### src/rtl/decode_stage_pkg.sv
// Shared RV32I decode types: opcode classes, opcode constants, the decode bundle
// and the opcode classifier used by decode_stage.
package riscv_decode_pkg;

    typedef enum logic [3:0] {
        CLS_LOAD,
        CLS_STORE,
        CLS_BRANCH,
        CLS_JAL,
        CLS_JALR,
        CLS_OP,
        CLS_OP_IMM,
        CLS_LUI,
        CLS_AUIPC,
        CLS_SYSTEM,
        CLS_ILLEGAL
    } op_class_e;

    localparam logic [6:0] OPC_LOAD   = 7'b0000011;
    localparam logic [6:0] OPC_STORE  = 7'b0100011;
    localparam logic [6:0] OPC_BRANCH = 7'b1100011;
    localparam logic [6:0] OPC_JAL    = 7'b1101111;
    localparam logic [6:0] OPC_JALR   = 7'b1100111;
    localparam logic [6:0] OPC_OP     = 7'b0110011;
    localparam logic [6:0] OPC_OP_IMM = 7'b0010011;
    localparam logic [6:0] OPC_LUI    = 7'b0110111;
    localparam logic [6:0] OPC_AUIPC  = 7'b0010111;
    localparam logic [6:0] OPC_SYSTEM = 7'b1110011;

    // Width-independent part of the bundle; imm/pc live beside it at parameter width.
    typedef struct packed {
        op_class_e   cls;
        logic        illegal;
        logic [9:0]  funct;
        logic [4:0]  rs1;
        logic [4:0]  rs2;
        logic [4:0]  rd;
    } decode_bundle_t;

    function automatic op_class_e classify(logic [31:0] instr);
        op_class_e cls;
        case (instr[6:0])
            OPC_LOAD:   cls = CLS_LOAD;
            OPC_STORE:  cls = CLS_STORE;
            OPC_BRANCH: cls = CLS_BRANCH;
            OPC_JAL:    cls = CLS_JAL;
            OPC_JALR:   cls = CLS_JALR;
            OPC_OP:     cls = CLS_OP;
            OPC_OP_IMM: cls = CLS_OP_IMM;
            OPC_LUI:    cls = CLS_LUI;
            OPC_AUIPC:  cls = CLS_AUIPC;
            OPC_SYSTEM: cls = CLS_SYSTEM;
            default:    cls = CLS_ILLEGAL;
        endcase
        return cls;
    endfunction

endpackage

### src/rtl/decode_stage_if.sv
// Fetch-side and execute-side signals of decode_stage. out_pred_taken_o exists only
// when DECODE_STAGE_BTFN_EN is defined.
interface decode_stage_if
    import riscv_decode_pkg::*;
#(
    parameter int unsigned XLEN           = 32,
    parameter int unsigned ADDR_WIDTH     = 32,
    parameter int unsigned REG_ADDR_WIDTH = 5
);
    logic [31:0]               instr_i;
    logic [ADDR_WIDTH-1:0]     pc_i;
    logic                      instr_valid_i;
    logic                      instr_req_o;
    logic [ADDR_WIDTH-1:0]     target_addr_o;
    logic                      target_valid_o;
    logic                      out_valid_o;
    logic                      out_ready_i;
    op_class_e                 out_class_o;
    logic [XLEN-1:0]           out_imm_o;
    logic [REG_ADDR_WIDTH-1:0] out_rs1_o;
    logic [REG_ADDR_WIDTH-1:0] out_rs2_o;
    logic [REG_ADDR_WIDTH-1:0] out_rd_o;
    logic [9:0]                out_funct_o;
    logic [ADDR_WIDTH-1:0]     out_pc_o;
    logic                      out_illegal_o;
`ifdef DECODE_STAGE_BTFN_EN
    logic                      out_pred_taken_o;
`endif

    // master: the decode stage itself; slave: fetch/execute environment.
    modport master (
        input  instr_i, pc_i, instr_valid_i, out_ready_i,
        output instr_req_o, target_addr_o, target_valid_o, out_valid_o, out_class_o,
        output out_imm_o, out_rs1_o, out_rs2_o, out_rd_o, out_funct_o, out_pc_o,
        output out_illegal_o
`ifdef DECODE_STAGE_BTFN_EN
        , output out_pred_taken_o
`endif
    );

    modport slave (
        output instr_i, pc_i, instr_valid_i, out_ready_i,
        input  instr_req_o, target_addr_o, target_valid_o, out_valid_o, out_class_o,
        input  out_imm_o, out_rs1_o, out_rs2_o, out_rd_o, out_funct_o, out_pc_o,
        input  out_illegal_o
`ifdef DECODE_STAGE_BTFN_EN
        , input out_pred_taken_o
`endif
    );

endinterface

### src/rtl/decode_stage_imm_gen.sv
// Combinational RV32I immediate generator: picks the I/S/B/U/J immediate for the
// instruction class and sign-extends it to XLEN.
module imm_gen
    import riscv_decode_pkg::*;
#(
    parameter int unsigned XLEN = 32
) (
    input  logic [31:0]     instr_i,
    input  op_class_e       cls_i,
    output logic [XLEN-1:0] imm_o
);
    logic [31:0] imm32;

    always_comb begin
        imm32 = '0;
        case (cls_i)
            CLS_LOAD, CLS_OP_IMM, CLS_JALR, CLS_SYSTEM:
                imm32 = {{20{instr_i[31]}}, instr_i[31:20]};
            CLS_STORE:
                imm32 = {{20{instr_i[31]}}, instr_i[31:25], instr_i[11:7]};
            CLS_BRANCH:
                imm32 = {{20{instr_i[31]}}, instr_i[7], instr_i[30:25], instr_i[11:8], 1'b0};
            CLS_LUI, CLS_AUIPC:
                imm32 = {instr_i[31:12], 12'b0};
            CLS_JAL:
                imm32 = {{12{instr_i[31]}}, instr_i[19:12], instr_i[20], instr_i[30:21], 1'b0};
            default:
                imm32 = '0;
        endcase
    end

    assign imm_o = XLEN'($signed(imm32));

endmodule

### src/rtl/decode_stage.sv
// Registered RV32I decode stage with JAL redirect and wrong-path flush.
// Define DECODE_STAGE_BTFN_EN to also redirect on backward conditional branches.
module decode_stage
    import riscv_decode_pkg::*;
#(
    parameter int unsigned XLEN           = 32,
    parameter int unsigned ADDR_WIDTH     = 32,
    parameter int unsigned REG_ADDR_WIDTH = 5,
    parameter int unsigned FLUSH_DEPTH    = 1
) (
    input logic            clk,
    input logic            rst_n,
    decode_stage_if.master bus
);
    typedef enum logic [0:0] {StRun, StFlush} state_e;

    localparam logic [2:0] FlushLoad = 3'(FLUSH_DEPTH);

    state_e                state_q, state_d;
    logic [2:0]            flush_cnt_q, flush_cnt_d;
    decode_bundle_t        bundle_q, bundle_d;
    logic [XLEN-1:0]       imm_q, imm_d;
    logic [ADDR_WIDTH-1:0] pc_q, pc_d;
    logic [ADDR_WIDTH-1:0] target_q, target_d;
    logic                  out_valid_q, out_valid_d;
    logic                  target_valid_q, target_valid_d;
    logic                  pred_q, pred_d;

    op_class_e       cls;
    logic [XLEN-1:0] imm;
    logic            instr_req;
    logic            accept;
    logic            bwd_branch;
    logic            redirect;

    assign cls = classify(bus.instr_i);

    imm_gen #(
        .XLEN (XLEN)
    ) u_imm_gen (
        .instr_i (bus.instr_i),
        .cls_i   (cls),
        .imm_o   (imm)
    );

    // While flushing, fetch is always drained so wrong-path words never stall it.
    assign instr_req = (state_q == StRun) ? (!out_valid_q || bus.out_ready_i) : 1'b1;
    assign accept    = bus.instr_valid_i && instr_req && (state_q == StRun);

`ifdef DECODE_STAGE_BTFN_EN
    assign bwd_branch = (cls == CLS_BRANCH) && bus.instr_i[31];
`else
    assign bwd_branch = 1'b0;
`endif
    assign redirect = (cls == CLS_JAL) || bwd_branch;

    always_comb begin
        state_d        = state_q;
        flush_cnt_d    = flush_cnt_q;
        bundle_d       = bundle_q;
        imm_d          = imm_q;
        pc_d           = pc_q;
        target_d       = target_q;
        out_valid_d    = out_valid_q;
        target_valid_d = 1'b0;
        pred_d         = pred_q;

        case (state_q)
            StRun: begin
                if (accept && redirect) begin
                    state_d     = StFlush;
                    flush_cnt_d = FlushLoad;
                end
            end
            StFlush: begin
                flush_cnt_d = flush_cnt_q - 3'd1;
                if (flush_cnt_q <= 3'd1) begin
                    state_d = StRun;
                end
            end
            default: state_d = StRun;
        endcase

        if (accept) begin
            out_valid_d      = 1'b1;
            bundle_d.cls     = cls;
            bundle_d.illegal = (cls == CLS_ILLEGAL) || (bus.instr_i[1:0] != 2'b11);
            bundle_d.funct   = {bus.instr_i[31:25], bus.instr_i[14:12]};
            bundle_d.rs1     = bus.instr_i[19:15];
            bundle_d.rs2     = bus.instr_i[24:20];
            bundle_d.rd      = bus.instr_i[11:7];
            imm_d            = imm;
            pc_d             = bus.pc_i;
            pred_d           = bwd_branch;
            if (redirect) begin
                target_valid_d = 1'b1;
                target_d       = bus.pc_i + ADDR_WIDTH'($signed(imm));
            end
        end else if (bus.out_ready_i) begin
            out_valid_d = 1'b0;
        end
    end

    always_ff @(posedge clk or negedge rst_n) begin
        if (!rst_n) begin
            state_q        <= StRun;
            flush_cnt_q    <= '0;
            bundle_q       <= '0;
            imm_q          <= '0;
            pc_q           <= '0;
            target_q       <= '0;
            out_valid_q    <= 1'b0;
            target_valid_q <= 1'b0;
            pred_q         <= 1'b0;
        end else begin
            state_q        <= state_d;
            flush_cnt_q    <= flush_cnt_d;
            bundle_q       <= bundle_d;
            imm_q          <= imm_d;
            pc_q           <= pc_d;
            target_q       <= target_d;
            out_valid_q    <= out_valid_d;
            target_valid_q <= target_valid_d;
            pred_q         <= pred_d;
        end
    end

    assign bus.instr_req_o    = instr_req;
    assign bus.target_addr_o  = target_q;
    assign bus.target_valid_o = target_valid_q;
    assign bus.out_valid_o    = out_valid_q;
    assign bus.out_class_o    = bundle_q.cls;
    assign bus.out_imm_o      = imm_q;
    assign bus.out_rs1_o      = REG_ADDR_WIDTH'(bundle_q.rs1);
    assign bus.out_rs2_o      = REG_ADDR_WIDTH'(bundle_q.rs2);
    assign bus.out_rd_o       = REG_ADDR_WIDTH'(bundle_q.rd);
    assign bus.out_funct_o    = bundle_q.funct;
    assign bus.out_pc_o       = pc_q;
    assign bus.out_illegal_o  = bundle_q.illegal;
`ifdef DECODE_STAGE_BTFN_EN
    assign bus.out_pred_taken_o = pred_q;
`else
    logic unused_pred;
    assign unused_pred = pred_q;
`endif

endmodule

### src/flat_wrapper.sv
// flat-port wrapper written by rule: the top's interface ports become plain ports
module decode_stage_flat import riscv_decode_pkg::*;
#(
    parameter int unsigned XLEN           = 32,
    parameter int unsigned ADDR_WIDTH     = 32,
    parameter int unsigned REG_ADDR_WIDTH = 5,
    parameter int unsigned FLUSH_DEPTH    = 1
)
  (clk, rst_n, bus_instr_i, bus_pc_i, bus_instr_valid_i, bus_out_ready_i, bus_instr_req_o, bus_target_addr_o, bus_target_valid_o, bus_out_valid_o, bus_out_class_o, bus_out_imm_o, bus_out_rs1_o, bus_out_rs2_o, bus_out_rd_o, bus_out_funct_o, bus_out_pc_o, bus_out_illegal_o);
  decode_stage_if #(.XLEN(XLEN), .ADDR_WIDTH(ADDR_WIDTH), .REG_ADDR_WIDTH(REG_ADDR_WIDTH)) bus_i ();
  input logic clk;
  input logic rst_n;
  input wire logic [$bits(bus_i.instr_i)-1:0] bus_instr_i;
  input wire logic [$bits(bus_i.pc_i)-1:0] bus_pc_i;
  input wire logic [$bits(bus_i.instr_valid_i)-1:0] bus_instr_valid_i;
  input wire logic [$bits(bus_i.out_ready_i)-1:0] bus_out_ready_i;
  output wire logic [$bits(bus_i.instr_req_o)-1:0] bus_instr_req_o;
  output wire logic [$bits(bus_i.target_addr_o)-1:0] bus_target_addr_o;
  output wire logic [$bits(bus_i.target_valid_o)-1:0] bus_target_valid_o;
  output wire logic [$bits(bus_i.out_valid_o)-1:0] bus_out_valid_o;
  output wire logic [$bits(bus_i.out_class_o)-1:0] bus_out_class_o;
  output wire logic [$bits(bus_i.out_imm_o)-1:0] bus_out_imm_o;
  output wire logic [$bits(bus_i.out_rs1_o)-1:0] bus_out_rs1_o;
  output wire logic [$bits(bus_i.out_rs2_o)-1:0] bus_out_rs2_o;
  output wire logic [$bits(bus_i.out_rd_o)-1:0] bus_out_rd_o;
  output wire logic [$bits(bus_i.out_funct_o)-1:0] bus_out_funct_o;
  output wire logic [$bits(bus_i.out_pc_o)-1:0] bus_out_pc_o;
  output wire logic [$bits(bus_i.out_illegal_o)-1:0] bus_out_illegal_o;
  assign bus_i.instr_i = bus_instr_i;
  assign bus_i.pc_i = bus_pc_i;
  assign bus_i.instr_valid_i = bus_instr_valid_i;
  assign bus_i.out_ready_i = bus_out_ready_i;
  assign bus_instr_req_o = bus_i.instr_req_o;
  assign bus_target_addr_o = bus_i.target_addr_o;
  assign bus_target_valid_o = bus_i.target_valid_o;
  assign bus_out_valid_o = bus_i.out_valid_o;
  assign bus_out_class_o = bus_i.out_class_o;
  assign bus_out_imm_o = bus_i.out_imm_o;
  assign bus_out_rs1_o = bus_i.out_rs1_o;
  assign bus_out_rs2_o = bus_i.out_rs2_o;
  assign bus_out_rd_o = bus_i.out_rd_o;
  assign bus_out_funct_o = bus_i.out_funct_o;
  assign bus_out_pc_o = bus_i.out_pc_o;
  assign bus_out_illegal_o = bus_i.out_illegal_o;
  decode_stage #(.XLEN(XLEN), .ADDR_WIDTH(ADDR_WIDTH), .REG_ADDR_WIDTH(REG_ADDR_WIDTH), .FLUSH_DEPTH(FLUSH_DEPTH)) u_core (.clk(clk), .rst_n(rst_n), .bus(bus_i));
endmodule
### config.mk
export PLATFORM = sky130hd
export DESIGN_NAME = decode_stage_flat
export DESIGN_NICKNAME = d
export VERILOG_FILES = /design/src/rtl/decode_stage_pkg.sv /design/src/rtl/decode_stage_if.sv /design/src/rtl/decode_stage_imm_gen.sv /design/src/rtl/decode_stage.sv /design/src/flat_wrapper.sv
export SDC_FILE = /design/constraint.sdc
export NUM_CORES = 1
export LEC_CHECK = 0
export CORE_MARGIN = 2
export CORE_UTILIZATION = 55
export CTS_BUF_LIST = sky130_fd_sc_hd__clkbuf_4
export CTS_CLUSTER_DIAMETER = 80
export CTS_CLUSTER_SIZE = 25
export DETAILED_ROUTE_END_ITERATION = 7
export PLACE_DENSITY_LB_ADDON = 0.2
export SLEW_MARGIN = 20
export SYNTH_ARGS = -nofsm -noshare
export SYNTH_HDL_FRONTEND = slang
export SYNTH_HIERARCHICAL = 1
export SYNTH_SLANG_ARGS = --single-unit
### constraint.sdc
create_clock -name clk -period 5.9 [get_ports clk]
set_clock_uncertainty 0.2 [all_clocks]
set_input_delay 0.59 -clock clk [delete_from_list [all_inputs] [get_ports clk]]
set_output_delay 0.59 -clock clk [all_outputs]
set_load 0.01 [all_outputs]
# ---- After elaboration in Yosys (flattened, before gate mapping)
# Cells that the tools add are included.
dict set report word_totals {
  ff_bits 132
  inputBits 68
}
dict set report op_classes {
  bitwise_logic 1
  order_cmp 1
  n_mux 12
  n_eq_ne 21
  reduce_logical 11
  add_sub_neg 2
}
# operator count
set ops {}
lappend ops {{$pmux 32 s5} 1}
lappend ops {{$pmux 4 s10} 1}
lappend ops {{$add 32x32->32} 1}
lappend ops {{$eq 7x7->1 const B} 4}
lappend ops {{$eq 7x6->1 const B} 3}
lappend ops {{$eq 7x5->1 const B} 2}
lappend ops {{$eq 4x3->1 const B} 3}
lappend ops {{$eq 4x4->1 const B} 3}
lappend ops {{$eq 4x2->1 const B} 2}
lappend ops {{$eq 7x2->1 const B} 1}
lappend ops {{$mux 1} 7}
lappend ops {{$pmux 3 s2} 1}
lappend ops {{$eq 4x1->1 const B} 1}
lappend ops {{$logic_not 4->1} 1}
lappend ops {{$ne 2x2->1 const B} 2}
lappend ops {{$reduce_or 4->1} 1}
lappend ops {{$le 3x1->1 const B} 1}
lappend ops {{$logic_and 1x1->1} 3}
lappend ops {{$mux 3} 1}
lappend ops {{$sub 3x1->3 const B} 1}
lappend ops {{$logic_or 1x1->1} 2}
lappend ops {{$pmux 1 s2} 1}
lappend ops {{$reduce_and 2->1} 1}
lappend ops {{$reduce_bool 2->1} 1}
lappend ops {{3 further kinds} 3}

# ---- Longest topological paths before layout
dict set report logic_depth {
  ltp_word 8
  depth_mapped 19
  mapped_depth_nobuf 17
}

# ---- Cells and area by module
# The synthesis kept the hierarchy.
# module cells_per_inst instances area_per_inst_um2
set by_module_without_submodules {}
lappend by_module_without_submodules {decode_stage 808 1 6779.0}
lappend by_module_without_submodules {imm_gen 81 1 596.8}

# ---- Least setup slack after synthesis
# OpenSTA, ideal clock, no wires.
dict set report synth_timing {
  path_kind {in2reg}
  startpoint {input port bus_instr_i[2]}
  endpoint {register u_core.target_q[31], in the netlist u_core/bus.target_addr_o[31]}
  slack_ns 1.542
  stages 18
  arrival_time_ns 4.023
  setup_time_ns 0.134
  required_ns 5.566
  path_cell_list {clkbuf_1 > a21oi_1 > o2111ai_1 > inv_1 > buf_6 > or4b_4 > o31ai_4 > buf_6 > a21o_1 > ha_1 > buf_2 > a21oi_1 > o211ai_1 > a221o_1 > a2111oi_1 > o221ai_1 > xnor2_1 > o21ai_0}
}
dict set report synth_via {
  elab_chain_len 6
}
# element line
set synth_rtl {}
lappend synth_rtl {{start: declaration} flat_wrapper.sv:13} ;# input wire logic [$bits(bus_i.instr_i)-1:0] bus_instr_i;
lappend synth_rtl {{$eq 7x7->1 (tied with other cells)} decode_stage_pkg.sv:42} ;# case (instr[6:0])
lappend synth_rtl {{$pmux 4 s10 (*)} decode_stage_pkg.sv:42}
lappend synth_rtl {{net u_core.cls[0]} decode_stage.sv:29} ;# op_class_e cls;
lappend synth_rtl {{$eq 4x3->1 (tied with other cells)} decode_stage_imm_gen.sv:16} ;# case (cls_i)
lappend synth_rtl {{$reduce_or 4->1 or $reduce_or 2->1 (tied branches)} decode_stage_imm_gen.sv:16}
lappend synth_rtl {{$pmux 32 s5 (*)} decode_stage_imm_gen.sv:16}
lappend synth_rtl {{net u_core.imm[20]} decode_stage.sv:30} ;# logic [XLEN-1:0] imm;
lappend synth_rtl {{$add 32x32->32 (*)} decode_stage.sv:97} ;# target_d = bus.pc_i + ADDR_WIDTH'($signed(imm));
lappend synth_rtl {{end signal: assignment} decode_stage.sv:121} ;# target_q <= target_d;
lappend synth_rtl {{end: declaration} decode_stage.sv:24} ;# logic [ADDR_WIDTH-1:0] target_q, target_d;
# Mark *: on every way through the listed nets, which the timed path passes. The rest lies on a longest branch.
# A chain may end at the register's enable or synchronous reset.

# ---- Final worst setup path
dict set report layout_timing {
  startpoint {input port bus_instr_i[6]}
  endpoint {register u_core.target_q[31], in the netlist u_core/bus.target_addr_o[31]}
}
# Same word-level chain as after synthesis.

==> impl_metrics.json <==
{
  "outcome": "complete, no violations",
  "syn_to_final_growth_pct": 31.3,
  "p_int_mw": 1.75,
  "io-pin-count": 197,
  "wire_per_inst_um": 16.8,
  "startpoint": "bus_instr_i[6]",
  "p_sw_uw": 841,
  "worstRegToRegCells": 4,
  "power_frac_comb_pct": 32.7,
  "port_buffers": 196,
  "hold_path_class": "flop to flop",
  "rows": 42,
  "antennaDiodeCount": 0,
  "slew_headroom_pct": 33.2,
  "grt_busiest_layer": "met2",
  "clock_path_buffers": 2,
  "synth-edff-count": 0,
  "p_clk_share_pct": 22.7,
  "route.detailed.drc": 0,
  "drt_wl_total_mm": 21.1,
  "postCtsSetupRepairBufs": 0,
  "cap_viol_max_count": 0,
  "synth_top_area_cell": "dfrtp_1",
  "cp-endpoint": "u_core/bus.target_addr_o[31]",
  "drive_above_1_share_pct": 5.85,
  "synth_top_area_share_pct": 44.8,
  "final-setup-viol-count": 0,
  "numCtsBuffers": 17,
  "fin_crit_ns": 4.94,
  "path_clk_slew_ns": 0.12,
  "power_density_mw_per_mm2": 268,
  "r2r_end": "u_core/bus.target_addr_o[16]",
  "grt_setup_unrepaired": "no",
  "cp.arrival_ns": 5.22,
  "die_x_um": 120,
  "synth_cells": 889,
  "crit_required_ns": 6.18,
  "cp_max_fo": 19,
  "dp_hpwl_mm": 15.5,
  "grt.met2_usage_pct": 47.1,
  "r2r_start": "u_core/state_q",
  "worst_slew_pin_slew_ns": 1.00,
  "r2r_setup_slack_ns": 3.71,
  "gp_congestion": 0.907,
  "period_share_pct": 83.8,
  "track_usage_pct": 30.1,
  "synthFlopType": "dfrtp_1",
  "grt_first_pass_wirelength_mm": 33.9,
  "ir_worst_vdd_uv": 207,
  "ctsHoldBuffers": 1,
  "crit_path_start_kind": "input pin",
  "vias_per_cell": 5.60,
  "ys_seq_area_share_pct": 44.8,
  "synth.distinct_cells": 63,
  "cts_max_level": 4,
  "use_met3_pct": 5.89,
  "grt_max_degree": 96,
  "clock-sinks": 132,
  "synth_seq_cells": 132,
  "hold_viol_final": 0,
  "drt_iter0_drc": 656,
  "cts_resized": 0,
  "cts_tree": "yes",
  "via_count": 7017,
  "final_nets": 1166,
  "ant_nets": 0,
  "start_util_pct": 55.9,
  "ys_warn_count": 6,
  "setup_tns_ns": 0,
  "synthArstFlopShare_pct": 100,
  "p_leak_nw": 4.78,
  "synth_area_mm2": 0.00738,
  "drtPass1Iterations": 5,
  "use_met1_pct": 41.7,
  "first_global_vias": 6536,
  "antenna_found_initial": 0,
  "p_sw_share_pct": 32.4,
  "synthTopCellsByArea": "dfrtp_1 45%, nand2_1 18%, ha_1 5.6%, o21ai_0 3.3%, a21o_1 2.7%",
  "power.sequential.fraction_pct": 44.6,
  "cts-root-buf": "clkbuf_4",
  "end_kind": "flop",
  "worst_hold_slack_ns": 0.285,
  "grt_overflow": 0,
  "core-area_mm2": 0.0132,
  "die-area_mm2": 0.0144,
  "max_freq_mhz": 202,
  "synth_nets": 991,
  "path_class": "input pin to flop",
  "clock_latency_ns": 0.55,
  "die_h_um": 120,
  "post_synth.cell_area_avg_um2": 8.30,
  "slew_violations": 0,
  "min_from": "u_core/bus.out_rd_o[2]"
}
[worst min-delay path by stage]
stage / to / slack, ns / cells after the start
floorplan: u_core/bus.out_class_o[0] / 0.09 / 0
global placement: u_core/bus.out_pc_o[13] / 0.26 / 2
detailed placement: u_core/bus.out_pc_o[22] / 0.26 / 2
CTS: u_core/bus.out_pc_o[22] / 0.29 / 2
global route: u_core/bus.out_imm_o[29] / 0.30 / 2
finish: u_core/bus.out_rd_o[2] / 0.28 / 2
[synthesized netlist by cell type, drive strengths merged (4+ instances only)]
library cell and n:
and3 4, nand4 9, o21bai 5, clkbuf 36, a21oi 39, a22oi 5, inv 14, nand3 15
o21ai 52, nor2b 6, or4b 5, ha 33, xor2 12, dfrtp 132, nand2b 6, o211ai 7
and2 8, mux2 9, o22ai 4, nor2 22, nor3 9, buf 13, nand2 353, xnor2 17
a21o 27
[worst max-delay path, stage by stage]
cell             delay, ns
clkdlybuf4s50_1       0.59
nand2b_1              0.26
a21oi_1               0.11
o2111ai_1             0.30
inv_1                 0.30
or4b_4                0.64
o21ai_2               0.21
a21o_1                0.21
ha_1                  0.32
a21oi_1               0.33
o211ai_1              0.13
a221o_1               0.35
a2111oi_1             0.39
o221ai_1              0.18
xnor2_1               0.14
o21ai_0               0.15
[routing by layer]
layer	up-vias	share of wire, %
li1	3338	-
met1	3334	43
met2	311	47
met3	34	7.4
met4	0	2.7
met5	-	0
[kinds of logic (layout without fill, tap and decap cells)]
logic type | count (synthesis) | in the layout | share of synthesized area (%)
muxes | 12 | 12 | 1.78
DFF | 132 | 132 | 44.8
and+or+nand+nor | 448 | 448 | 25.4
xor gates and xnor gates | 29 | 29 | 3.44
AOI/OAI and AO/OA | 171 | 171 | 15.2
buffers and inverters | 63 | 251 | 3.58
adders and majority gates | 34 | 34 | 5.87
[placed cells by master, fill, tap and decap left out, types with 8 or more instances in the layout]
master	synthesis	routed
nand2_1	352	352
clkdlybuf4s50_1	0	195
dfrtp_1	132	132
o21ai_0	49	49
a21oi_1	39	39
ha_1	33	33
a21o_1	27	27
nor2_1	22	22
clkbuf_4	0	20
xnor2_1	17	17
nand3_1	15	15
inv_1	14	14
xor2_1	12	12
nor3_1	9	9
nand4_1	9	9
mux2_2	9	9
and2_1	8	8
buf_4	0	8
[per-stage QoR]
step	util [%]	std cells	power, mW	setup WS [ns]	area [µm²]
floorplan	-	889	1.53	1.54	7380
global placement	71.4	1220	2.00	0.641	9410
detailed placement	71.4	1220	2.02	0.487	9410
CTS	73.4	1253	2.61	1.08	9690
global route	73.4	1253	2.74	0.582	9690
finish	73.4	1253	2.59	0.958	9690
[cell type report]
class	instances	area, µm²
flip-flops and latches	132	3300
multi-input cells	694	3810
clock inverters	12	114
fillers	1016	3500
repair buffers	205	2030
inverters	14	52.6
well taps	176	220
clock buffers	20	150
[registers in the layout, indices dropped and copies added (netlist names), 3 cells and up]
| register | cells |
|---|---|
| u_core/bus.out_rs2_o | 5 |
| u_core/bus.out_funct_o | 10 |
| u_core/bus.out_rd_o | 5 |
| u_core/bus.out_class_o | 4 |
| u_core/flush_cnt_q | 3 |
| u_core/bus.target_addr_o | 32 |
| u_core/bus.out_rs1_o | 5 |
| u_core/bus.out_pc_o | 32 |
| u_core/bus.out_imm_o | 32 |
[power by group through the flow]
stage | Clock [mW] | Combinational, mW | Sequential (mW)
2_1_floorplan | 0 | 0.294 | 1.24
3_3_place_gp | 0 | 0.830 | 1.17
3_5_place_dp | 0 | 0.844 | 1.17
4_1_cts | 0.602 | 0.850 | 1.16
5_1_grt | 0.643 | 0.920 | 1.18
6_report | 0.589 | 0.847 | 1.16
No activity file was read; power rests on OpenSTA's default activity.
